**src/rtl/alu_issue_ctrl_pkg.sv**
```systemverilog
// Shared widths, idle opcode and packed command/result records for the ALU issue controller.
package alu_pkg;

  localparam int unsigned OPW         = 4;
  localparam int unsigned RESW        = 8;
  localparam int unsigned SELW        = 4;
  localparam int unsigned ALU_LATENCY = 2;

  // Opcode that makes the ALU output zero; parked on alu_sel when no op owns the slot.
  localparam logic [SELW-1:0] SEL_IDLE = 4'b0111;

  typedef struct packed {
    logic [OPW-1:0]  a;
    logic [OPW-1:0]  b;
    logic [SELW-1:0] sel;
  } cmd_t;

  typedef struct packed {
    logic [RESW-1:0] y;
    logic [SELW-1:0] sel;
  } res_t;

endpackage

```
**src/rtl/alu_issue_ctrl_if.sv**
```systemverilog
// Command, ALU and result signals of the issue controller; slave is the controller side.
interface alu_issue_ctrl_if;
  import alu_pkg::*;

  logic                   in_valid;
  logic                   in_ready;
  logic signed [OPW-1:0]  in_a;
  logic signed [OPW-1:0]  in_b;
  logic        [SELW-1:0] in_sel;

  logic signed [OPW-1:0]  alu_a;
  logic signed [OPW-1:0]  alu_b;
  logic        [SELW-1:0] alu_sel;
  logic signed [RESW-1:0] alu_y;

  logic                   out_valid;
  logic                   out_ready;
  logic signed [RESW-1:0] out_y;
  logic        [SELW-1:0] out_sel;

  modport slave (
    input  in_valid, in_a, in_b, in_sel, alu_y, out_ready,
    output in_ready, alu_a, alu_b, alu_sel, out_valid, out_y, out_sel
  );

  modport master (
    output in_valid, in_a, in_b, in_sel, alu_y, out_ready,
    input  in_ready, alu_a, alu_b, alu_sel, out_valid, out_y, out_sel
  );

endinterface

```
**src/rtl/alu_sync_fifo.sv**
```systemverilog
// Single-clock FIFO with occupancy count; power-of-two depth so pointers wrap for free.
module alu_sync_fifo #(
  parameter int unsigned Width = 8,
  parameter int unsigned Depth = 4,
  localparam int unsigned CntW = $clog2(Depth + 1)
) (
  input  logic             clk,
  input  logic             rst,
  input  logic             push,
  input  logic [Width-1:0] wdata,
  input  logic             pop,
  output logic [Width-1:0] rdata,
  output logic [CntW-1:0]  count
);

  localparam int unsigned PtrW = $clog2(Depth);
  localparam logic [CntW-1:0] Full = CntW'(Depth);

  logic [Width-1:0] mem_q [Depth];
  logic [PtrW-1:0]  wptr_q;
  logic [PtrW-1:0]  rptr_q;
  logic [CntW-1:0]  count_q;
  logic             do_push;
  logic             do_pop;

  // A push into a full FIFO is legal only when the head leaves on the same edge.
  assign do_pop  = pop && (count_q != '0);
  assign do_push = push && ((count_q != Full) || do_pop);

  always_ff @(posedge clk) begin
    if (rst) begin
      wptr_q  <= '0;
      rptr_q  <= '0;
      count_q <= '0;
    end else begin
      wptr_q  <= wptr_q + PtrW'(do_push);
      rptr_q  <= rptr_q + PtrW'(do_pop);
      count_q <= count_q + CntW'(do_push) - CntW'(do_pop);
    end
  end

  always_ff @(posedge clk) begin
    if (do_push) begin
      mem_q[wptr_q] <= wdata;
    end
  end

  assign rdata = mem_q[rptr_q];
  assign count = count_q;

endmodule

```
**src/rtl/alu_issue_ctrl.sv**
```systemverilog
// Feeds a registered-operand ALU from a command FIFO and collects its results in order,
// issuing only when the result FIFO is guaranteed room for every op in flight.
module alu_issue_ctrl
  import alu_pkg::*;
#(
  parameter int unsigned CMD_DEPTH = 4,
  parameter int unsigned RES_DEPTH = 8
) (
  input logic              clk,
  input logic              rst,
  alu_issue_ctrl_if.slave  bus
);

  localparam int unsigned CmdCntW = $clog2(CMD_DEPTH + 1);
  localparam int unsigned ResCntW = $clog2(RES_DEPTH + 1);
  localparam int unsigned Stages  = ALU_LATENCY + 1;
  localparam logic [CmdCntW-1:0] CmdFull   = CmdCntW'(CMD_DEPTH);
  localparam logic [ResCntW:0]   ResCredit = (ResCntW + 1)'(RES_DEPTH);

  cmd_t               cmd_wdata;
  cmd_t               cmd_rdata;
  logic               cmd_push;
  logic               cmd_pop;
  logic [CmdCntW-1:0] cmd_count;
  logic               cmd_full;
  logic               cmd_empty;

  res_t               res_wdata;
  res_t               res_rdata;
  logic               res_push;
  logic               res_pop;
  logic [ResCntW-1:0] res_count;
  logic               res_empty;

  logic               issue;
  logic [ResCntW:0]   inflight;
  logic [ResCntW:0]   credit_used;

  // Stage 0: issued, 1: operands inside ALU, 2: result on alu_y.
  logic [Stages-1:0]  v_q;
  logic [SELW-1:0]    sel_q [Stages];
  logic [OPW-1:0]     alu_a_q;
  logic [OPW-1:0]     alu_b_q;
  logic [SELW-1:0]    alu_sel_q;

  // Command side
  assign cmd_full     = (cmd_count == CmdFull);
  assign cmd_empty    = (cmd_count == '0);
  assign bus.in_ready = !rst && !cmd_full;
  assign cmd_push     = bus.in_valid && bus.in_ready;

  always_comb begin
    cmd_wdata     = '0;
    cmd_wdata.a   = bus.in_a;
    cmd_wdata.b   = bus.in_b;
    cmd_wdata.sel = bus.in_sel;
  end

  alu_sync_fifo #(
    .Width($bits(cmd_t)),
    .Depth(CMD_DEPTH)
  ) u_cmd_fifo (
    .clk  (clk),
    .rst  (rst),
    .push (cmd_push),
    .wdata(cmd_wdata),
    .pop  (cmd_pop),
    .rdata(cmd_rdata),
    .count(cmd_count)
  );

  // Issue credit: every op in flight already owns a result slot, so the FIFO can never overflow.
  always_comb begin
    inflight = '0;
    for (int i = 0; i < Stages; i++) begin
      inflight = inflight + (ResCntW + 1)'(v_q[i]);
    end
    credit_used = {1'b0, res_count} + inflight;
    issue       = !cmd_empty && (credit_used < ResCredit);
  end

  assign cmd_pop = issue;

  always_ff @(posedge clk) begin
    if (rst) begin
      v_q       <= '0;
      alu_a_q   <= '0;
      alu_b_q   <= '0;
      alu_sel_q <= SEL_IDLE;
    end else begin
      v_q <= {v_q[Stages-2:0], issue};
      if (issue) begin
        alu_a_q <= cmd_rdata.a;
        alu_b_q <= cmd_rdata.b;
      end
      // The ALU registers a/b but not sel, so sel trails the operands by one edge.
      alu_sel_q <= v_q[0] ? sel_q[0] : SEL_IDLE;
    end
  end

  always_ff @(posedge clk) begin
    sel_q[0] <= cmd_rdata.sel;
    for (int i = 1; i < Stages; i++) begin
      sel_q[i] <= sel_q[i-1];
    end
  end

  assign bus.alu_a   = alu_a_q;
  assign bus.alu_b   = alu_b_q;
  assign bus.alu_sel = alu_sel_q;

  // Result side
  assign res_push = v_q[Stages-1];

  always_comb begin
    res_wdata     = '0;
    res_wdata.y   = bus.alu_y;
    res_wdata.sel = sel_q[Stages-1];
  end

  alu_sync_fifo #(
    .Width($bits(res_t)),
    .Depth(RES_DEPTH)
  ) u_res_fifo (
    .clk  (clk),
    .rst  (rst),
    .push (res_push),
    .wdata(res_wdata),
    .pop  (res_pop),
    .rdata(res_rdata),
    .count(res_count)
  );

  assign res_empty     = (res_count == '0);
  assign bus.out_valid = !rst && !res_empty;
  assign res_pop       = bus.out_valid && bus.out_ready;
  assign bus.out_y     = res_rdata.y;
  assign bus.out_sel   = res_rdata.sel;

endmodule

```
**src/flat_wrapper.sv**
```systemverilog
// flat-port wrapper written by rule: the top's interface ports become plain ports
module alu_issue_ctrl_flat import alu_pkg::*;
#(
  parameter int unsigned CMD_DEPTH = 4,
  parameter int unsigned RES_DEPTH = 8
)
  (clk, rst, bus_in_valid, bus_in_a, bus_in_b, bus_in_sel, bus_alu_y, bus_out_ready, bus_in_ready, bus_alu_a, bus_alu_b, bus_alu_sel, bus_out_valid, bus_out_y, bus_out_sel);
  alu_issue_ctrl_if bus_i ();
  input logic clk;
  input logic rst;
  input wire logic [$bits(bus_i.in_valid)-1:0] bus_in_valid;
  input wire logic [$bits(bus_i.in_a)-1:0] bus_in_a;
  input wire logic [$bits(bus_i.in_b)-1:0] bus_in_b;
  input wire logic [$bits(bus_i.in_sel)-1:0] bus_in_sel;
  input wire logic [$bits(bus_i.alu_y)-1:0] bus_alu_y;
  input wire logic [$bits(bus_i.out_ready)-1:0] bus_out_ready;
  output wire logic [$bits(bus_i.in_ready)-1:0] bus_in_ready;
  output wire logic [$bits(bus_i.alu_a)-1:0] bus_alu_a;
  output wire logic [$bits(bus_i.alu_b)-1:0] bus_alu_b;
  output wire logic [$bits(bus_i.alu_sel)-1:0] bus_alu_sel;
  output wire logic [$bits(bus_i.out_valid)-1:0] bus_out_valid;
  output wire logic [$bits(bus_i.out_y)-1:0] bus_out_y;
  output wire logic [$bits(bus_i.out_sel)-1:0] bus_out_sel;
  assign bus_i.in_valid = bus_in_valid;
  assign bus_i.in_a = bus_in_a;
  assign bus_i.in_b = bus_in_b;
  assign bus_i.in_sel = bus_in_sel;
  assign bus_i.alu_y = bus_alu_y;
  assign bus_i.out_ready = bus_out_ready;
  assign bus_in_ready = bus_i.in_ready;
  assign bus_alu_a = bus_i.alu_a;
  assign bus_alu_b = bus_i.alu_b;
  assign bus_alu_sel = bus_i.alu_sel;
  assign bus_out_valid = bus_i.out_valid;
  assign bus_out_y = bus_i.out_y;
  assign bus_out_sel = bus_i.out_sel;
  alu_issue_ctrl #(.CMD_DEPTH(CMD_DEPTH), .RES_DEPTH(RES_DEPTH)) u_core (.clk(clk), .rst(rst), .bus(bus_i));
endmodule
```
**config.mk**
```make
export PLATFORM = sky130hd
export DESIGN_NAME = alu_issue_ctrl_flat
export DESIGN_NICKNAME = d
export VERILOG_FILES = /design/src/rtl/alu_issue_ctrl_pkg.sv /design/src/rtl/alu_issue_ctrl_if.sv /design/src/rtl/alu_sync_fifo.sv /design/src/rtl/alu_issue_ctrl.sv /design/src/flat_wrapper.sv
export SDC_FILE = /design/constraint.sdc
export NUM_CORES = 1
export LEC_CHECK = 0
export ABC_CLOCK_PERIOD_IN_PS = 3400
export CAP_MARGIN = 15
export CORE_ASPECT_RATIO = 0.9
export CORE_MARGIN = 4
export CORE_UTILIZATION = 33
export CTS_BUF_LIST = sky130_fd_sc_hd__clkbuf_2
export DETAILED_ROUTE_END_ITERATION = 12
export DONT_BUFFER_PORTS = 1
export GPL_TIMING_DRIVEN = 0
export SYNTH_ARGS = -nofsm -noshare
export SYNTH_HDL_FRONTEND = slang
export SYNTH_SLANG_ARGS = --single-unit
```
**constraint.sdc**
```tcl
create_clock -name clk -period 3.4 [get_ports clk]
set_input_delay 1.02 -clock clk [delete_from_list [all_inputs] [get_ports clk]]
set_output_delay 1.02 -clock clk [all_outputs]
set_load 0.01 [all_outputs]
```
== Word level (Yosys, flattened, before mapping) ==
Memory sizes are Yosys's and may differ from the RTL's. A register that Yosys moved wholly into a read port is not among the register bits.
Cells that the tools add are included.

* Bits in registers: 32
* Bits in writable memories: 156
* Output and inout port bits: 26
* Logic and storage cells: 55
* Memories kept: 3

{| class="wikitable"
|+ Memories
! memory !! words !! width !! rd ports !! clocked after memory_dff !! write ports !! line !! RTL
|-
| u_core.u_res_fifo.mem_q || 8 || 12 || 1 || 1 || 1 || alu_sync_fifo.sv:19 || <nowiki>logic [Width-1:0] mem_q [Depth];</nowiki>
|-
| u_core.u_cmd_fifo.mem_q || 4 || 12 || 1 || 1 || 1 || alu_sync_fifo.sv:19 ||
|-
| u_core.sel_q || 3 || 4 || 3 || 0 || 3 || alu_issue_ctrl.sv:41 || <nowiki>logic [SELW-1:0] sel_q [Stages];</nowiki>
|}

* Add/sub/neg operators: 11
* Magnitude comparators: 1
* Equal/unequal tests: 3
* Mux-type cells: 6
* Bitwise gates (word level): 1
* Reductions and logical operators: 20

{| class="wikitable"
|+ Operators by type and width
! cell !! count
|-
| 3-bit by 1-bit adder with 3-bit output || 3
|-
| 1-bit logical AND || 9
|-
| 4-bit by 5-bit adder with 5-bit output || 1
|-
| 5-bit by 1-bit adder with 5-bit output || 1
|-
| 5-bit by 4-bit < comparator with 1-bit output, second input constant || 1
|-
| 2-bit by 1-bit adder with 2-bit output || 2
|-
| 4-bit by 1-bit adder with 4-bit output || 1
|-
| 1-bit zero test || 4
|-
| 4-bit zero test || 1
|-
| 1-bit 2-to-1 mux || 4
|-
| 4-bit != test, second input constant || 1
|-
| 4-bit nonzero test || 1
|-
| 4-bit by 1-bit subtractor with 4-bit output || 1
|-
| 3-bit == test, second input constant || 1
|-
| 3-bit zero test || 1
|-
| 3-bit 2-to-1 mux || 1
|-
| 3-bit != test, second input constant || 1
|-
| 3-bit nonzero test || 1
|-
| 3-bit by 1-bit subtractor with 3-bit output || 1
|-
| 1-bit by 1-bit adder with 2-bit output || 1
|-
| 1-bit logical OR || 2
|-
| 2-bit 2-to-1 mux || 1
|-
| 2-bit OR reduction || 1
|-
| 1-bit inverter || 1
|}

== Longest topological paths before layout ==
Gate-level depths: netlist (run 1).

* Depth after elaboration: 10
* Depth in mapped cells: 14
* Mapped depth without buffers: 13

== Cells and area by module ==
From an unflattened synthesis (run 1), not the netlist that was laid out.

* Cells, all modules: 372
* Area total of the unflattened synthesis: 7312.0 sq um

{| class="wikitable"
|+ By module, submodules not included
! module !! instances !! cells an instance !! area each (sq um) !! sequential area each (sq um)
|-
| alu_sync_fifo at u_core.u_res_fifo || 1 || 205 || 4319.1 || 3083.0
|-
| alu_sync_fifo at u_core.u_cmd_fifo || 1 || 95 || 2118.3 || 1581.5
|-
| alu_issue_ctrl || 1 || 72 || 874.6 || 540.5
|}

== Least setup slack after synthesis (run 1) ==
Ideal clock, no wire load.

* Kind: in2reg
* From: input port rst
* To: memory u_core.u_res_fifo.mem_q[0][0] (netlist name), enable pin
* Setup time: 0.396 ns
* Data arrival time: 2.646 ns
* Required time: 3.004 ns
* Setup slack: 0.358 ns
* Stages: 6
* Buffers on the path: 0
* Cell sequence: or3b_2 > nand3_1 > nand2_1 > inv_1 > nand2b_1 > nor3_1

* Longest elaborated chain between the ends: 8

{| class="wikitable"
|+ RTL lines
! item !! line !! RTL
|-
| start: declaration || flat_wrapper.sv:10 || <nowiki>input logic rst;</nowiki>
|-
| 1-bit zero test || alu_issue_ctrl.sv:135 || <nowiki>assign bus.out_valid = !rst && !res_empty;</nowiki>
|-
| 1-bit logical AND || alu_issue_ctrl.sv:135 ||
|-
| 1-bit logical AND || alu_issue_ctrl.sv:136 || <nowiki>assign res_pop = bus.out_valid && bus.out_ready;</nowiki>
|-
| 1-bit logical AND || alu_sync_fifo.sv:27 || <nowiki>assign do_pop = pop && (count_q != '0);</nowiki>
|-
| 1-bit logical OR || alu_sync_fifo.sv:28 || <nowiki>assign do_push = push && ((count_q != Full) || do_pop);</nowiki>
|-
| 1-bit logical AND || alu_sync_fifo.sv:28 ||
|-
| 1-bit 2-to-1 mux || alu_sync_fifo.sv:43 || <nowiki>if (do_push) begin</nowiki>
|-
| 1-bit 2-to-1 mux (implied by the code) || alu_sync_fifo.sv:44 || <nowiki>mem_q[wptr_q] <= wdata;</nowiki>
|-
| end: declaration || alu_sync_fifo.sv:19 ||
|}

No other way between the ends.

==> results.cfg, run 1 <==
[die]
die-area_sq_um = 24210
num_io_pins = 50
fp.dieW_um = 163.6
chipHeight_um = 148.0
fp-row-count = 50
core-area_sq_um = 21080
start_util_pct = 34.10

[timing]
post-route-period-util_pct = 96.18
setup-tns-final_ns = 0
worst_slack_ns = 0.1298
finalClockSkew_ns = 0.04101
hold_violations = 0
max_slew_margin_pct = 53.03
setup_viol = 0
finalCriticalPeriod_ns = 3.270
max_freq_mhz = 305.8
rsz0062_at_grt = true
tightest_slew_ns = 0.7020
whs_ns = 0.3472
drv_slew = 0

[synth]
syn_avg_cell_area_sq_um = 19.33
yosys.area.top_type = edfxtp_1
yosysUniqueCellTypes = 31
yosys_register_bits = 188
syn_inst = 372
yosys_warnings = 0
syn_nets = 416
ys_seq_area_share_pct = 72.40
synth_area_leaders = edfxtp_1, dfxtp_1, mux4_1, mux4_2, ha_1
netlist_area_sq_um = 7189
synthDominantCellAreaShare_pct = 60.15

[clocking]
clk_latency_ns = 0.72
root_buffer = clkbuf_2
h-tree-depth = 4
cts_made_buffers = 17
clk_path_buf_depth = 2
cts.clk_slew.worst_paths_ns = 0.25
clkSinkCount = 188
cts_hold_buf = 0
cts_tree = yes

[pwr]
power.leakage_nw = 2.714
peakVddDrop_v = 0.0004505
powerDensity_nw_per_um2 = 637.2

[detailed_routing]
vias = 3198
postRouteAntennaNets = 0
avgRoutedWirePerCell_um = 17.46
routed_wl_um = 12270
firstDrtPassIters = 4
first_iter_violations = 217
via_per_inst = 4.549
drc_errors = 0

[global_route]
antenna_found_initial = 0
track_usage_pct = 10.50
grt_overflow = 0
grt_start_max_net_pins = 19
grt_pass1_vias = 3388
grt_pass1_wl_um = 18850

[critical_path]
worstSetupPathType = reg2out
worstSetupStartpointType = flop
worstPathRequired_ns = 2.38
path_max_fanout = 8
crit_path_end_kind = primary output
cp.arrival_ns = 2.25

[layout]
fill_cells = 1948
antenna_cells = 0
drive_gt1_share_pct = 24.46
layout.nets = 448
synthToLayoutAreaGrowth_pct = 11.85

[placement]
portBuffers = 0
dp_hpwl_um = 8395
place_ws_ns = -0.08468
gp_congestion = 0.7127

[flow_run]
maxCapViolations = 0

[outcome]
status = completed

[min_path]
hold_path_class = reg2reg
[per-stage QoR]
| step | instance area (sq um) | power [W] | instances | utilization (%) |
|---|---|---|---|---|
| CTS | 7978 | 0.005112 | 701 | 37.84 |
| global route | 8041 | 0.005426 | 703 | 38.14 |
| global placement | 7547 | 0.003901 | 658 | 35.80 |
| floorplan | 7189 | 0.003705 | 372 | - |
| detailed placement | 7696 | 0.003942 | 669 | 36.50 |
| finish | 8041 | 0.005124 | 703 | 38.14 |
[worst max-delay path: stages, from the launching register on]
cell       delay [ns]
dfxtp_2          0.41
buf_12           0.15
clkbuf_16        0.16
mux4_2           0.52
mux2_4           0.30
[path summary, 6_finish.rpt]
path | endpoint | slack (ns) | startpoint | cells past startpoint
max | bus_out_y[0] | 0.13 | u_core.u_res_fifo.rptr_q[0]$_SDFF_PP0_ | 4
min | u_core.sel_q[0][9]$_DFF_P_ | 0.35 | u_core.sel_q[0][5]$_DFF_P_ | 0
max reg2reg | u_core.u_cmd_fifo.count[2]$_SDFF_PP0_ | 0.36 | u_core.v_q[0]$_SDFF_PP0_ | 14
min reg2reg | u_core.sel_q[0][9]$_DFF_P_ | 0.35 | u_core.sel_q[0][5]$_DFF_P_ | 0
[cells in the final DEF (no fill, tap or decap), drive strengths merged, types with 4 or more instances in the layout]
cell,instances
edfxtp,144
dfxtp,44
mux4,36
clkbuf,23
nand2b,22
buf,21
ha,18
nor2,17
inv,16
mux2,12
nor2b,11
mux2i,8
xnor2,7
nor3,5
clkinv,5
a21oi,4
nand2,4
[what timing repair did]
| action | in CTS | in global routing |
|---|---|---|
| setup endpoints to repair | 12 | 12 |
| resized for setup | 7 | 28 |
| cloned | 0 | 2 |
| endpoints found under the hold margin | 0 | 0 |
| setup buffers | 0 | 1 |
[power by group]
group	leakage, nW	switching, W	internal [W]
registers	1.66	0.000196	0.00275
logic	0.898	0.000450	0.000565
clock network	0.152	0.000800	0.000368
[cell usage after synthesis]
library cell    n
edfxtp_1      144
buf_1           1
nor2_1         17
a31o_1          1
a211o_1         1
fa_1            2
nor3b_1         2
buf_6           3
nor3_1          5
clkbuf_1        5
mux4_1         20
inv_1          10
xor2_1          1
and3_1          1
mux2_2         12
buf_2           3
ha_1           18
nor2b_1        11
buf_4           2
a21oi_1         4
a21o_1          2
nand3_1         2
nand2b_1       22
and2_1          2
nand2_1         4
dfxtp_1        44
xnor2_1         7
and3b_1         1
or3b_2          1
mux2i_1         8
mux4_2         16
[per-layer routing]
layer,up-vias,track usage [%],routed length [um]
met2,67,17.88,6057
li1,1502,-,-
met1,1615,12.12,5192
met4,0,2.809,170
met3,14,4.628,854
met5,-,0,0
[area by class of cell]
type                       count  area (sq um)  area share, %
buffer                        13         113.9          1.416
sequential                   188          5206          64.74
tap                          286         357.8          4.450
multi-input combinational    160          1878          23.35
inverter                      10         37.54         0.4668
timing repair buffer          14         181.4          2.256
clock buffer                  17         85.08          1.058
clock inverter                15         181.4          2.256
[cells by family after synthesis]
kind of cell	share of synthesized area (%)
DFF	72.40
and+or+nand+nor	5.169
muxes	15.32
buffers and inverters	1.723
adders and majority gates	3.690
AOI/OAI and AO/OA	0.7309
xor gates and xnor gates	0.9746
[sequential cells by signal, summed over array words and instances (netlist names)]
signal and count:
u_core.u_res_fifo.mem_q 96, u_core.u_cmd_fifo.mem_q 48, u_core.sel_q 12, u_core.bus.alu_a 4, u_core.bus.alu_b 4, u_core.bus.alu_sel 4
u_core.u_res_fifo.count 4, u_core.u_cmd_fifo.count 3, u_core.u_res_fifo.rptr_q 3, u_core.u_res_fifo.wptr_q 3, u_core.v_q 3, u_core.u_cmd_fifo.rptr_q 2
u_core.u_cmd_fifo.wptr_q 2
Note: power is estimated with default switching activity, not from simulation.
==> run 2, diff against run 1 <==
--- a/config.mk
+++ b/config.mk
@@ -11,9 +11,12 @@
 export CORE_MARGIN = 4
 export CORE_UTILIZATION = 33
 export CTS_BUF_LIST = sky130_fd_sc_hd__clkbuf_2
+export CTS_CLUSTER_DIAMETER = 60
 export DETAILED_ROUTE_END_ITERATION = 12
 export DONT_BUFFER_PORTS = 1
 export GPL_TIMING_DRIVEN = 0
+export REMOVE_ABC_BUFFERS = 1
+export SETUP_SLACK_MARGIN = 0.2
 export SYNTH_ARGS = -nofsm -noshare
 export SYNTH_HDL_FRONTEND = slang
 export SYNTH_SLANG_ARGS = --single-unit
==> run 2 against run 1 <==
  * Sequential cell count did not move
  * Core utilization fell by 0.53 points
  * Routed wire length fell by 0.66%
  * Final area fell by 1.4%
  * Clock-buffer cell count rose by 2
  * Power fell by 1.9%
  * Die area did not move
  * Clock skew fell by 0.018 ns
  * Global-route usage fell by 0.29 points
  * Critical path type unchanged
==> results.cfg, run 2 (synthesis gave the netlist of run 1 again) <==
[global_route]
grt_pass1_wl_um = 18470
track_usage_pct = 10.21
antenna_found_initial = 0
grt_start_max_net_pins = 40
grt_pass1_vias = 3373
grt_overflow = 0

[outcome]
status = completed

[clocking]
root_buffer = clkbuf_2
cts_made_buffers = 17
h-tree-depth = 4
cts_hold_buf = 0
clk_path_buf_depth = 2
clkSinkCount = 188
clk_latency_ns = 0.71
cts.clk_slew.worst_paths_ns = 0.26
cts_tree = yes

[die]
start_util_pct = 34.10
fp-row-count = 50
die-area_sq_um = 24210
fp.dieW_um = 163.6
chipHeight_um = 148.0
num_io_pins = 50
core-area_sq_um = 21080

[critical_path]
crit_chain = buf_12, mux4_2, mux2_4
worstPathRequired_ns = 2.38
cp_slowest_stage_delay_ns = 0.51
reg2reg_depth = 13
cp.arrival_ns = 2.18
crit_path_end_kind = primary output
worstSetupPathType = reg2out
reg2reg_from = u_core.v_q[0]$_SDFF_PP0_
worstSetupStartpointType = flop
crit_slowest_cell = mux4_2
cp-startpoint = u_core.u_res_fifo.rptr_q[0]$_SDFF_PP0_
path_max_fanout = 7

[min_path]
hold_path_class = reg2reg
hold_start = u_core.sel_q[0][6]$_DFF_P_
min_path_cells = 0

[layout]
layout_common_cells = edfxtp_1, dfxtp_1, mux4_2, nand2b_1, clkbuf_2
largest_reg_flops = 96
reg_top3 = u_core.u_res_fifo.mem_q x96, u_core.u_cmd_fifo.mem_q x48, u_core.sel_q x12
synthToLayoutAreaGrowth_pct = 10.30
layout_commonest_cell = edfxtp_1
final_core_util_pct = 37.61
finish.instance_area_sq_um = 7930
antenna_cells = 0
fill_cells = 1966
layout.nets = 437
regMostFlops = u_core.u_res_fifo.mem_q
drive_gt1_share_pct = 25.86

[detailed_routing]
routed_wl_um = 12190
via_per_inst = 4.600
first_iter_violations = 151
firstDrtPassIters = 4
vias = 3183
avgRoutedWirePerCell_um = 17.62
postRouteAntennaNets = 0
drc_errors = 0

[pwr]
powerDensity_nw_per_um2 = 633.7
peakVddDrop_v = 0.0003873
power.leakage_nw = 2.646

[timing]
rsz0062_at_grt = true
post-route-period-util_pct = 94.08
tightest_slew_ns = 0.9030
finalCriticalPeriod_ns = 3.199
setup_viol = 0
drv_slew = 0
max_slew_margin_pct = 39.72
max_freq_mhz = 312.6
finalClockSkew_ns = 0.02267
hold_violations = 0

[flow_run]
maxCapViolations = 0

[placement]
place_area_sq_um = 7611
portBuffers = 0
dp_hpwl_um = 7747
gp_congestion = 0.6622
==> run 2: through the flow <==
stage	total power [W]	hold slack [ns]	instances	TNS (ns)	setup WS, ns
6_report	0.005025	0.3432	692	0	0.2013
3_3_place_gp	0.003841	0.3111	644	-20.98	-0.5219
3_5_place_dp	0.003892	0.3121	655	0	0.2716
5_1_grt	0.005337	0.2016	692	0	0.02014
2_1_floorplan	0.003657	0.3096	358	0	0.3575
4_1_cts	0.005016	0.2529	689	0	0.09625
==> run 2: what timing repair did <==
| item | CTS | global route |
|---|---|---|
| endpoints found under the setup margin | 12 | 14 |
| resized for setup | 8 | 31 |
| cloned | 0 | 2 |
| buffers inserted | 2 | 1 |
==> run 2: final timing paths <==
check	to	slack [ns]
setup reg to reg	u_core.u_cmd_fifo.count[2]$_SDFF_PP0_	0.43
hold / removal	u_core.sel_q[0][10]$_DFF_P_	0.34
hold reg to reg	u_core.sel_q[0][10]$_DFF_P_	0.34
setup / recovery	bus_out_sel[0]	0.20
==> run 2: final cells by class <==
| class | count | area (sq um) | share of cell area, % |
|---|---|---|---|
| clock inverters | 13 | 140.1 | 1.767 |
| multi-input cells | 160 | 1864 | 23.51 |
| clock buffers | 19 | 95.09 | 1.199 |
| repair buffers | 16 | 221.5 | 2.793 |
| well taps | 286 | 357.8 | 4.512 |
| inverters | 10 | 37.54 | 0.4733 |
| flip-flops and latches | 188 | 5214 | 65.75 |
==> run 2: power breakdown <==
part           switching [W]  internal [W]
clock network       0.000744      0.000348
logic               0.000389      0.000545
registers           0.000254       0.00275
total                0.00139       0.00364
==> run 2: per-layer routing <==
layer / global-route usage (%) / part of all wire, % / wire (um) / up-vias
met5: 0 / 0 / 0 / -
met4: 3.019 / 0.96 / 117 / 0
met3: 4.572 / 6.9 / 837 / 8
met1: 11.68 / 43 / 5259 / 1637
li1: - / - / - / 1466
met2: 17.32 / 49 / 5978 / 72
==> run 2: worst max-delay path: cells and delay by family (launching register included) <==
family | cells | cell delay (ns)
buffers and inverters | 1 | 0.16
flip-flops | 1 | 0.48
multiplexers | 2 | 0.83
==> RTL edit (flow settings as in run 1) <==
Make the reset (`rst`) asynchronous in 2 clocked blocks.
--- a/src/rtl/alu_sync_fifo.sv
+++ b/src/rtl/alu_sync_fifo.sv
@@ -29,3 +29,3 @@
 
-  always_ff @(posedge clk) begin
+  always_ff @(posedge clk or posedge rst) begin
     if (rst) begin
--- a/src/rtl/alu_issue_ctrl.sv
+++ b/src/rtl/alu_issue_ctrl.sv
@@ -83,3 +83,3 @@
 
-  always_ff @(posedge clk) begin
+  always_ff @(posedge clk or posedge rst) begin
     if (rst) begin
Behaviour: differs if rst is asserted again (counterexample within 4 cycles, from zero or initial values and one cycle with rst high); with rst held inactive, the same outputs for 10 cycles.
==> RTL edit against run 1 <==
- routed wire length is 2.2% lower
- synthesized area down 1.2%
- sequential cell count unchanged
- critical endpoint is now bus_out_y[4]
- synthesized cell count decreased by 10%
- via count decreased by 5.5%
- die area decreased by 1.1%
- critical path depth stayed put
- setup slack got worse by 1.1 ps
- highest routed layer unchanged
- design area increased by 0.22%
Power is not compared: it rests on default switching activity, and its combinational part moved more than twofold at a synthesized area within 25%.
==> RTL edit: results (changes against run 1) <==
[outcome]
outcome = finished, final reports clean

[sta]
fin_hold_ws_ps = 162.9  ; -184.3 ps
layout_min_cycle_time_ps = 3271  ; +1.064 ps
slew_headroom_pct = 49.41  ; -3.6 points
finalClockSkew_ps = 40.86  ; -0.1522 ps

[yosys]
avgSynthCellArea_um2 = 21.27  ; +10%
synth_seq_area_share_pct = 75.59  ; +3.2 points
synthTopCellsByArea = edfxtp_1 61%, mux4_2 11%, dfrtp_1 10%
synth_xor_area_share_pct = 0.9864  ; +0.012 points
yosys.area_share.adder_pct = 3.734  ; +0.045 points
ys_top_cells_by_count = 144 x edfxtp_1, 36 x mux4_2, 29 x dfrtp_1

[placement]
dpl_cell_area_um2 = 7637  ; -0.76%
gp_congestion = 0.6828  ; -4.2%

[worst_setup_path]
r2r_cells = 13  ; -1
worst-path-max-fanout = 7  ; -1
cp-startpoint = u_core.u_res_fifo.rptr_q[0]
r2r_end = u_core.u_cmd_fifo.count[2]
crit_path_end = bus_out_y[4]

[global_route]
grt_pass1_vias = 3318  ; -2.1%
grt_pass1_wl_um = 18640  ; -1.1%
groute.usage.overall_pct = 10.48  ; -0.021 points
grt_start_max_net_pins = 23  ; +4

[layout]
area_delta_synth_final_pct = 13.46
nets = 413  ; -7.8%
fillerInstances = 1889  ; -3.0%

[drt]
vias = 3022  ; -5.5%
drt-vias-per-instance = 4.524  ; -0.55%
drt_iter0_markers = 120  ; -45%
routed_wirelength_um = 12000  ; -2.2%

[clock_network]
cts.clk_slew.worst_paths_ps = 280  ; +30 ps
post_cts_resized = 10  ; +3

[hold_path]
worstHoldPathType = in2async

[RTL edit: cell count changes after synthesis, moves of 5 or more]
cell / run 1 / this run
xor2_1: 1 / 6
mux2i_1: 8 / 0
mux4_2: 16 / 36
xnor2_1: 7 / 2
dfrtp_1: 0 / 29
dfxtp_1: 44 / 12
nor2_1: 17 / 8
nand2b_1: 22 / 4
mux4_1: 20 / 0
mux2_4: 0 / 8
clkbuf_1: 5 / 0
nor2b_1: 11 / 0
[RTL edit: final cells by class]
type | count | share of cell area [%]
multi-input combinational | 124 | 21.11
clock buffer | 17 | 1.056
clock inverter | 15 | 2.251
inverter | 12 | 0.5589
timing repair buffer | 17 | 2.779
tap | 286 | 4.440
buffer | 9 | 1.180
sequential | 188 | 66.62
[RTL edit: routing by layer]
layer / vias to the layer above / wire length, um / track usage [%]
met3: 13 / 892 / 5.133
met4: 0 / 128 / 3.019
li1: 1394 / - / -
met1: 1552 / 4644 / 11.11
met5: - / 0 / 0
met2: 63 / 6337 / 18.50
